$ cat src/rtl/ula_mul8.sv
// rtl/ula_mul8.sv - iterative 8x8 shift-add multiplier sharing the ULA ripple adder
// Optional MUL_NZ_EN: registered negative/zero flags of the product.
module ula_mul8 (
    input  logic        clk,
    input  logic        rst_n,
    input  logic        start,
    input  logic [7:0]  op_a,
    input  logic [7:0]  op_b,
    output logic [7:0]  add_a,
    output logic [7:0]  add_b,
    input  logic [7:0]  add_s,
    input  logic        add_co,
    output logic        busy,
    output logic        done,
    output logic [15:0] prod,
    output logic        n_flag,
    output logic        z_flag
);

    localparam logic [1:0] ST_IDLE = 2'd0;
    localparam logic [1:0] ST_RUN  = 2'd1;
    localparam logic [1:0] ST_DONE = 2'd2;

    logic [1:0]  state_q, state_d;
    logic [7:0]  m_q, m_d;
    logic [7:0]  hi_q, hi_d;
    logic [7:0]  lo_q, lo_d;
    logic [2:0]  cnt_q, cnt_d;
    logic [15:0] prod_q, prod_d;
    logic [15:0] step;
    logic        last_iter;

    // The adder carry becomes the new hi MSB; lo[0] falls off the right end.
    assign step      = {add_co, add_s, lo_q[7:1]};
    assign last_iter = (state_q == ST_RUN) && (cnt_q == 3'd7);

    always_comb begin
        state_d = state_q;
        m_d     = m_q;
        hi_d    = hi_q;
        lo_d    = lo_q;
        cnt_d   = cnt_q;
        prod_d  = prod_q;
        case (state_q)
            ST_IDLE: begin
                if (start) begin
                    m_d     = op_a;
                    hi_d    = 8'h00;
                    lo_d    = op_b;
                    cnt_d   = 3'd0;
                    state_d = ST_RUN;
                end
            end
            ST_RUN: begin
                {hi_d, lo_d} = step;
                cnt_d        = cnt_q + 3'd1;
                if (cnt_q == 3'd7) begin
                    prod_d  = step;
                    state_d = ST_DONE;
                end
            end
            ST_DONE: state_d = ST_IDLE;
            default: state_d = ST_IDLE;
        endcase
    end

    always_ff @(posedge clk or negedge rst_n) begin
        if (!rst_n) begin
            state_q <= ST_IDLE;
            m_q     <= 8'h00;
            hi_q    <= 8'h00;
            lo_q    <= 8'h00;
            cnt_q   <= 3'd0;
            prod_q  <= 16'h0000;
        end else begin
            state_q <= state_d;
            m_q     <= m_d;
            hi_q    <= hi_d;
            lo_q    <= lo_d;
            cnt_q   <= cnt_d;
            prod_q  <= prod_d;
        end
    end

    assign add_a = (state_q == ST_RUN) ? hi_q : 8'h00;
    assign add_b = ((state_q == ST_RUN) && lo_q[0]) ? m_q : 8'h00;
    assign busy  = (state_q == ST_RUN);
    assign done  = (state_q == ST_DONE);
    assign prod  = prod_q;

`ifdef MUL_NZ_EN
    logic n_q, z_q;

    always_ff @(posedge clk or negedge rst_n) begin
        if (!rst_n) begin
            n_q <= 1'b0;
            z_q <= 1'b0;
        end else if (last_iter) begin
            n_q <= step[15];
            z_q <= (step == 16'h0000);
        end
    end

    assign n_flag = n_q;
    assign z_flag = z_q;
`else
    assign n_flag = 1'b0;
    assign z_flag = 1'b0;
`endif

endmodule
$ cat config.mk
export PLATFORM = sky130hd
export DESIGN_NAME = ula_mul8
export DESIGN_NICKNAME = d
export VERILOG_FILES = /design/src/rtl/ula_mul8.sv
export SDC_FILE = /design/constraint.sdc
export NUM_CORES = 1
export LEC_CHECK = 0
export CORE_ASPECT_RATIO = 0.9
export CORE_MARGIN = 5
export CORE_UTILIZATION = 30
export DETAILED_ROUTE_END_ITERATION = 8
export DONT_BUFFER_PORTS = 1
export SETUP_SLACK_MARGIN = 0.02
export SKIP_CTS_REPAIR_TIMING = 1
export SLEW_MARGIN = 20
export SYNTH_ARGS = -nofsm -noshare
export SYNTH_HDL_FRONTEND = slang
export SYNTH_SLANG_ARGS = --single-unit
$ cat constraint.sdc
create_clock -name clk -period 1.6 [get_ports clk]
set_clock_uncertainty 0.15 [all_clocks]
set_input_delay 0.48 -clock clk [delete_from_list [all_inputs] [get_ports clk]]
set_output_delay 0.48 -clock clk [all_outputs]
set_load 0.01 [all_outputs]
### Word-level counts from Yosys, hierarchy flattened

Cells that the tools add are included.

* memories kept: 0
* input port bits: 28
* bits in latches: 0
* bits in registers: 45
* bits in writable memories: 0
* output and inout port bits: 36
* bits in read-only memories: 0

* reduce and logical (&&, ||, !) cells: 7
* shifts and indexed selects: 0
* add/sub/neg operators: 1
* equality and inequality tests: 5
* divide/modulo/power cells: 0
* $mul: 0
* mux-type cells: 11
* magnitude comparators: 0
* bitwise gates (word level): 0

Operators with widths (number)
* $mux 8: 4
* $pmux 8 s2: 2
* $reduce_and 2->1: 4
* $pmux 3 s2: 1
* $mux 2: 2
* $pmux 2 s2: 1
* $add 3x1->3 const B: 1
* $eq 3x3->1 const B: 1
* $mux 3: 1
* $eq 2x1->1 const B: 1
* $eq 2x2->1 const B: 1
* $logic_not 2->1: 1
* $ne 2x1->1 const B: 1
* $ne 2x2->1 const B: 1
* $reduce_bool 2->1: 1
* $logic_and 1x1->1: 1

### Depth between registers and ports, before layout

Gate-level depths: netlist (run 1).

* word-level depth: 3
* mapped depth: 5
* mapped depth without buffers: 4

### Worst setup path before layout (run 1)

No wires, ideal clock.

* path kind: reg2out
* start point: register state_q[1]
* end point: output port add_b[6]
* cell stages (with the launch flop): 5
* path slack: -0.109 ns
* arrival time: 1.079 ns
* cells stage by stage: dfrtp_1 buf_6 nor2b_1 buf_2 and3_1

* word-level cells in the longest chain between the ends: 3

Ends and longest elaborated chain
* from (decl): RTL line 24 `logic [1:0] state_q, state_d;`
* from (signal assigned): RTL line 76 `state_q <= state_d;`
* $eq 2x1->1
* named net busy: RTL line 13 `output logic busy,`
* $logic_and 1x1->1: RTL line 86 `assign add_b = ((state_q == ST_RUN) && lo_q[0]) ? m_q : 8'h00;`
* $mux 8: RTL line 86
* to (decl): RTL line 10 `output logic [7:0] add_b,`

The timed path passes the listed nets, and every way through them passes these cells.

### Worst setup path in the final report (run 1)

* start point: register state_q[1]
* end point: output port add_b[4]

* word-level cells in the longest chain between the ends: 3

Ends and longest elaborated chain (RTL line)
* $eq 2x1->1: 86
* $logic_and 1x1->1: 86
* $mux 8: 86

Every way passes these cells.

==> results of run 1 <==
==> power groups by stage <==
stage / Clock [mW] / Sequential, mW / Combinational, mW
3_5_place_dp: 0 / 2.20 / 1.87
4_1_cts: 0.927 / 2.18 / 1.87
5_1_grt: 0.965 / 2.27 / 2.41
2_1_floorplan: 0 / 2.06 / 1.53
3_3_place_gp: 0 / 2.18 / 1.84
6_report: 0.883 / 2.18 / 2.21
==> metrics by stage <==
step                      setup WS [ns]    util  power, mW
after floorplan               -0.001687       -      3.587
after global placement          0.03129  0.3429      4.025
after detailed placement      -0.001282  0.3429      4.067
after CTS                       -0.3218  0.3606      4.980
after global routing            -0.3514  0.3887      5.644
final                           -0.2786  0.3887      5.278
==> per-layer routing <==
| layer | global-route usage | routed length [um] | part of all wire | vias up |
|---|---|---|---|---|
| met5 | 0 | 0 | 0 | - |
| met4 | 0.03827 | 44 | 0.0097 | 0 |
| met3 | 0.05016 | 412 | 0.090 | 5 |
| met2 | 0.1617 | 2092 | 0.46 | 45 |
| met1 | 0.1234 | 2006 | 0.44 | 610 |
| li1 | - | - | - | 563 |
==> logic make-up after synthesis <==
family / after synthesis / share of synthesized area
simple gates: 35 / 0.1336
buf+inv: 22 / 0.06034
fa+ha+maj: 2 / 0.01231
other cells: 1 / 0.001846
mux: 25 / 0.1552
compound gates: 20 / 0.08251
flops: 45 / 0.5542
==> sequential cells by signal (all words and copies together), names as in the netlist <==
name,cells
lo_q,8
m_q,8
state_q,2
cnt_q,3
prod,16
hi_q,8
==> worst max-delay path, delay by kind of cell, from the launching register on <==
family        cells  cell delay, ns
buf+inv           1            0.17
flops             1            0.42
simple gates      2            0.37
==> Yosys cell counts <==
cell      number  area, sq um
mux2_4         9        135.1
buf_2          4        20.02
ha_1           2        25.02
clkbuf_1       1        3.750
mux2_2        16        180.2
a211oi_1       5        37.54
nand2b_1       2        12.51
a221oi_1       3        26.28
and2_1         8        50.05
nor4b_1        8        70.07
nor3b_4        1        18.77
buf_6          3        33.78
nand3b_4       1        20.02
nor3b_1        5        37.54
inv_1         10        37.54
a21oi_1        1        5.000
a22o_1        10        87.58
dfrtp_1       45         1126
nor2b_1        2        12.51
and3_1         8        50.05
conb_1         1        3.750
clkbuf_2       1        5.000
o21bai_2       1        11.26
buf_4          3        22.52
==> final cells by class <==
type,count,area (sq um),share of cell area
well taps,90,112.6,0.04399
clock buffers,7,86.33,0.03372
inverters,10,37.54,0.01466
flip-flops and latches,45,1126,0.4399
repair buffers,19,230.2,0.08993
multi-input cells,84,937.1,0.3661
clock inverters,1,30.03,0.01173
==> worst max-delay path by stage <==
stage                to        from  slack [ns]  cells after the start
6_report       add_b[4]  state_q[1]       -0.28                      3
5_1_grt        add_b[6]  state_q[1]       -0.35                      3
4_1_cts        add_b[6]  state_q[1]       -0.32                      3
3_5_place_dp    prod[2]    cnt_q[0]      -0.001                      5
3_3_place_gp    prod[2]    cnt_q[0]        0.03                      5
2_1_floorplan  add_b[0]  state_q[1]      -0.002                      4
==> impl_metrics.json, run 1 <==
{
  "crit_type": "reg2out",
  "area_delta_synth_final_pct": 25.99,
  "gp_congestion": 0.6694,
  "routed_wl_um": 4556,
  "final_cell_mix": "dfrtp_1 (45), mux2_4 (24), buf_4 (11)",
  "pin_count": 64,
  "start_kind": "flip-flop",
  "antenna_found_initial": 0,
  "dp_hpwl_um": 3085,
  "ir_worst_vdd_mv": 0.6309,
  "yosys_warnings": 0,
  "synth_cell_types": 24,
  "overflow": 0,
  "min_path_type": "in2async",
  "final_common_cell": "dfrtp_1",
  "placed_cell_area_sq_um": 2258,
  "syn-instance-count": 150,
  "rr_endpoint": "prod[11]",
  "rows": 28,
  "drive_above_1_share": 0.4217,
  "cts-root-buf": "clkbuf_8",
  "critPathRequiredTime_ns": 0.97,
  "grt_max_degree": 46,
  "worstPathCellList": "nor2b_4 -> buf_12 -> and3_4",
  "ys_ff_latch": 45,
  "grtUsageTotal": 0.1028,
  "status": "finished with violations",
  "critPathCaptureType": "output pin",
  "slowest_delay_ns": 0.42,
  "post-route-cell-area_sq_um": 2560,
  "fin_crit_ns": 1.879,
  "fin_crit_sh": 1.174,
  "cap_violations": 0,
  "swShare": 0.3262,
  "coreArea_sq_um": 6586,
  "path_max_fanout": 24,
  "clock-sinks": 45,
  "htreeDepth": 2,
  "io_buffer_count": 0,
  "p_comb_frac": 0.419,
  "dp.cells": 242,
  "grt_pass1_vias": 1276,
  "fp.dieH_um": 88.08,
  "r2r_cells": 5,
  "setup_viol": 18,
  "crit_path_top_delay_cell": "dfrtp_1",
  "yosysSeqAreaShare": 0.5542,
  "firstDrtPassIters": 4,
  "die_w_um": 96.75,
  "rsz0062_at_grt": "yes",
  "max_freq_ghz": 0.5323,
  "detail-route-antenna-nets": 0,
  "crit_arrival_ns": 1.25,
  "insertion_delay_ns": 0.29,
  "numCtsBuffers": 5,
  "finalHoldViolCount": 45,
  "p_int_mw": 3.556,
  "sequentialPowerShare": 0.414,
  "cts_buffer_depth": 2,
  "tns_ns": -4.588,
  "power.switching_mw": 1.722,
  "fill_cells": 646,
  "instances_no_fill": 256,
  "holdWs_ns": -0.2789,
  "drtIter0Drc": 40,
  "finalNetCount": 195,
  "vias": 1223,
  "postSynthAreaPerCell_sq_um": 13.55,
  "grt_pass1_wl_um": 6824,
  "r2r-start": "cnt_q[1]",
  "drc": 0,
  "rrSetupSlack_ns": 0.01,
  "diodes": 0,
  "clk_pin_slew_ns": 0.08,
  "via_per_inst": 4.777,
  "violations": "hold timing, setup timing",
  "initial_utilization": 0.3085,
  "p_leak_nw": 1.187,
  "fin_ws_ns": -0.2786,
  "powerDensity_nw_per_um2": 2062,
  "wl_per_cell_um": 17.80,
  "syn_area_sq_um": 2032,
  "cts_tree": "built",
  "die_area_sq_um": 8521,
  "pwr-share-clk": 0.167,
  "slew_viol_final": 0
}
Power figures use the tool's default switching activity.
==> run 2, diff against run 1 <==
--- a/config.mk
+++ b/config.mk
@@ -8,6 +8,7 @@
 export CORE_ASPECT_RATIO = 0.9
 export CORE_MARGIN = 5
 export CORE_UTILIZATION = 30
+export CTS_CLUSTER_DIAMETER = 200
 export DETAILED_ROUTE_END_ITERATION = 8
 export DONT_BUFFER_PORTS = 1
 export SETUP_SLACK_MARGIN = 0.02
==> results of run 2 <==
Final layout, timing and power as in run 1 (identical DEF).
==> run 3, diff against run 2 <==
--- a/config.mk
+++ b/config.mk
@@ -5,12 +5,14 @@
 export SDC_FILE = /design/constraint.sdc
 export NUM_CORES = 1
 export LEC_CHECK = 0
+export ABC_CLOCK_PERIOD_IN_PS = 1600
 export CORE_ASPECT_RATIO = 0.9
 export CORE_MARGIN = 5
 export CORE_UTILIZATION = 30
 export CTS_CLUSTER_DIAMETER = 200
 export DETAILED_ROUTE_END_ITERATION = 8
 export DONT_BUFFER_PORTS = 1
+export PLACE_DENSITY = 0.46
 export SETUP_SLACK_MARGIN = 0.02
 export SKIP_CTS_REPAIR_TIMING = 1
 export SLEW_MARGIN = 20
==> run 3 against run 2 <==
The flow still finishes with violations (hold timing, setup timing). Sequential share of layout area increased by 0.59 points. Combinational power shrank 2%. Count of clock-buffer cells in the layout decreased by 2. First-iteration DRC count is 35% higher. Critical path type unchanged. Highest routed layer unchanged.
==> impl_metrics.json, run 3 (synthesis gave the netlist of run 1 again) <==
{
  "tns_ns": -4.754,
  "violations": "hold timing, setup timing",
  "path_depth": 3,
  "die_area_sq_um": 8521,
  "setup_viol": 24,
  "cts_tree": "built",
  "final_common_cell": "dfrtp_1",
  "slew_viol_final": 0,
  "detail-route-antenna-nets": 0,
  "vias": 1220,
  "htreeDepth": 2,
  "numCtsBuffers": 5,
  "dp.cells": 240,
  "initial_utilization": 0.3085,
  "wl_per_cell_um": 17.94,
  "cts_buffer_depth": 2,
  "fin_crit_sh": 1.180,
  "dp_hpwl_um": 3179,
  "io_buffer_count": 0,
  "max_freq_ghz": 0.5298,
  "cp_top_family": "simple AND/OR/NAND/NOR gates",
  "gp_congestion": 0.7599,
  "coreArea_sq_um": 6586,
  "clock-sinks": 45,
  "instances_no_fill": 252,
  "worstPathCellList": "nor2b_4 -> buf_6 -> and3_4",
  "r2r_cells": 5,
  "firstDrtPassIters": 4,
  "ir_worst_vdd_mv": 0.6920,
  "antenna_found_initial": 0,
  "drtIter0Drc": 54,
  "clk_pin_slew_ns": 0.09,
  "fill_cells": 665,
  "grt_pass1_wl_um": 7182,
  "crit_type": "reg2out",
  "fin_util": 0.3835,
  "holdWs_ns": -0.2879,
  "fin_crit_ns": 1.888,
  "diodes": 0,
  "grtUsageTotal": 0.1062,
  "critPathRequiredTime_ns": 0.97,
  "critPathCaptureType": "output pin",
  "post-route-cell-area_sq_um": 2526,
  "cap_violations": 0,
  "crit_path_top_delay_cell": "dfrtp_1",
  "drc": 0,
  "worst-path-buf-inv": 1,
  "finalHoldViolCount": 45,
  "start_kind": "flip-flop",
  "final_cell_mix": "dfrtp_1 (45), mux2_4 (15), mux2_2 (10), a22o_1 (10), inv_1 (10)",
  "area_delta_synth_final_pct": 24.32,
  "status": "finished with violations",
  "path_max_fanout": 8,
  "insertion_delay_ns": 0.30,
  "fp.dieH_um": 88.08,
  "grt_pass1_vias": 1362,
  "rows": 28,
  "drive_above_1_share": 0.4568,
  "largest_reg_flops": 16,
  "totalPowerFinal_mw": 5.392,
  "via_per_inst": 4.841,
  "crit_arrival_ns": 1.26,
  "overflow": 0,
  "pin_count": 64,
  "routed_wl_um": 4521,
  "grt_max_degree": 46,
  "rsz0062_at_grt": "yes",
  "cts-root-buf": "clkbuf_8",
  "fin_ws_ns": -0.2875,
  "placed_cell_area_sq_um": 2243,
  "p_leak_nw": 1.153,
  "dp_slack_ns": -0.006455,
  "powerDensity_nw_per_um2": 2135,
  "die_w_um": 96.75,
  "min_path_type": "in2async",
  "slowest_delay_ns": 0.40,
  "finalNetCount": 191
}
run 3: cell types whose count changed in the layout (fill, tap and decap cells not counted), moves of 2 or more:
cell,previous run,this run
nor4b_1,7,5
and2_4,2,8
nor4b_2,1,3
and2_1,6,0
buf_4,11,7
mux2_2,1,10
mux2_4,24,15
run 3: path summary, 6_finish.rpt:
path / slack, ns / start / to
max in group asynchronous: 1.50 / rst_n / m_q[0]
worst min register to register: 0.36 / hi_q[6] / hi_q[6]
worst min-delay path: -0.29 / rst_n / prod[7]
worst max-delay path: -0.29 / state_q[0] / add_b[6]
worst max register to register: -0.02 / cnt_q[1] / prod[5]
min in group clk: 0.16 / add_s[4] / hi_q[3]
run 3: layout make-up:
type,instances,area [sq um],share of cell area
clock inverters,3,68.82,0.02724
repair buffers,15,191.4,0.07578
flip-flops and latches,45,1126,0.4458
multi-input cells,84,920.9,0.3645
inverters,10,37.54,0.01486
clock buffers,5,68.82,0.02724
well taps,90,112.6,0.04458
run 3: report_power, final:
group | switching [mW] | internal [mW] | leakage [nW]
combinational | 0.858 | 1.31 | 0.558
sequential | 0.498 | 1.69 | 0.526
clock | 0.407 | 0.629 | 0.0687
run 3: per-layer routing:
layer | vias up | GRT usage | routed length [um]
met1 | 626 | 0.1236 | 1885
met3 | 6 | 0.04459 | 327
met2 | 37 | 0.1761 | 2246
li1 | 551 | - | -
met4 | 0 | 0.04209 | 62
met5 | - | 0 | 0
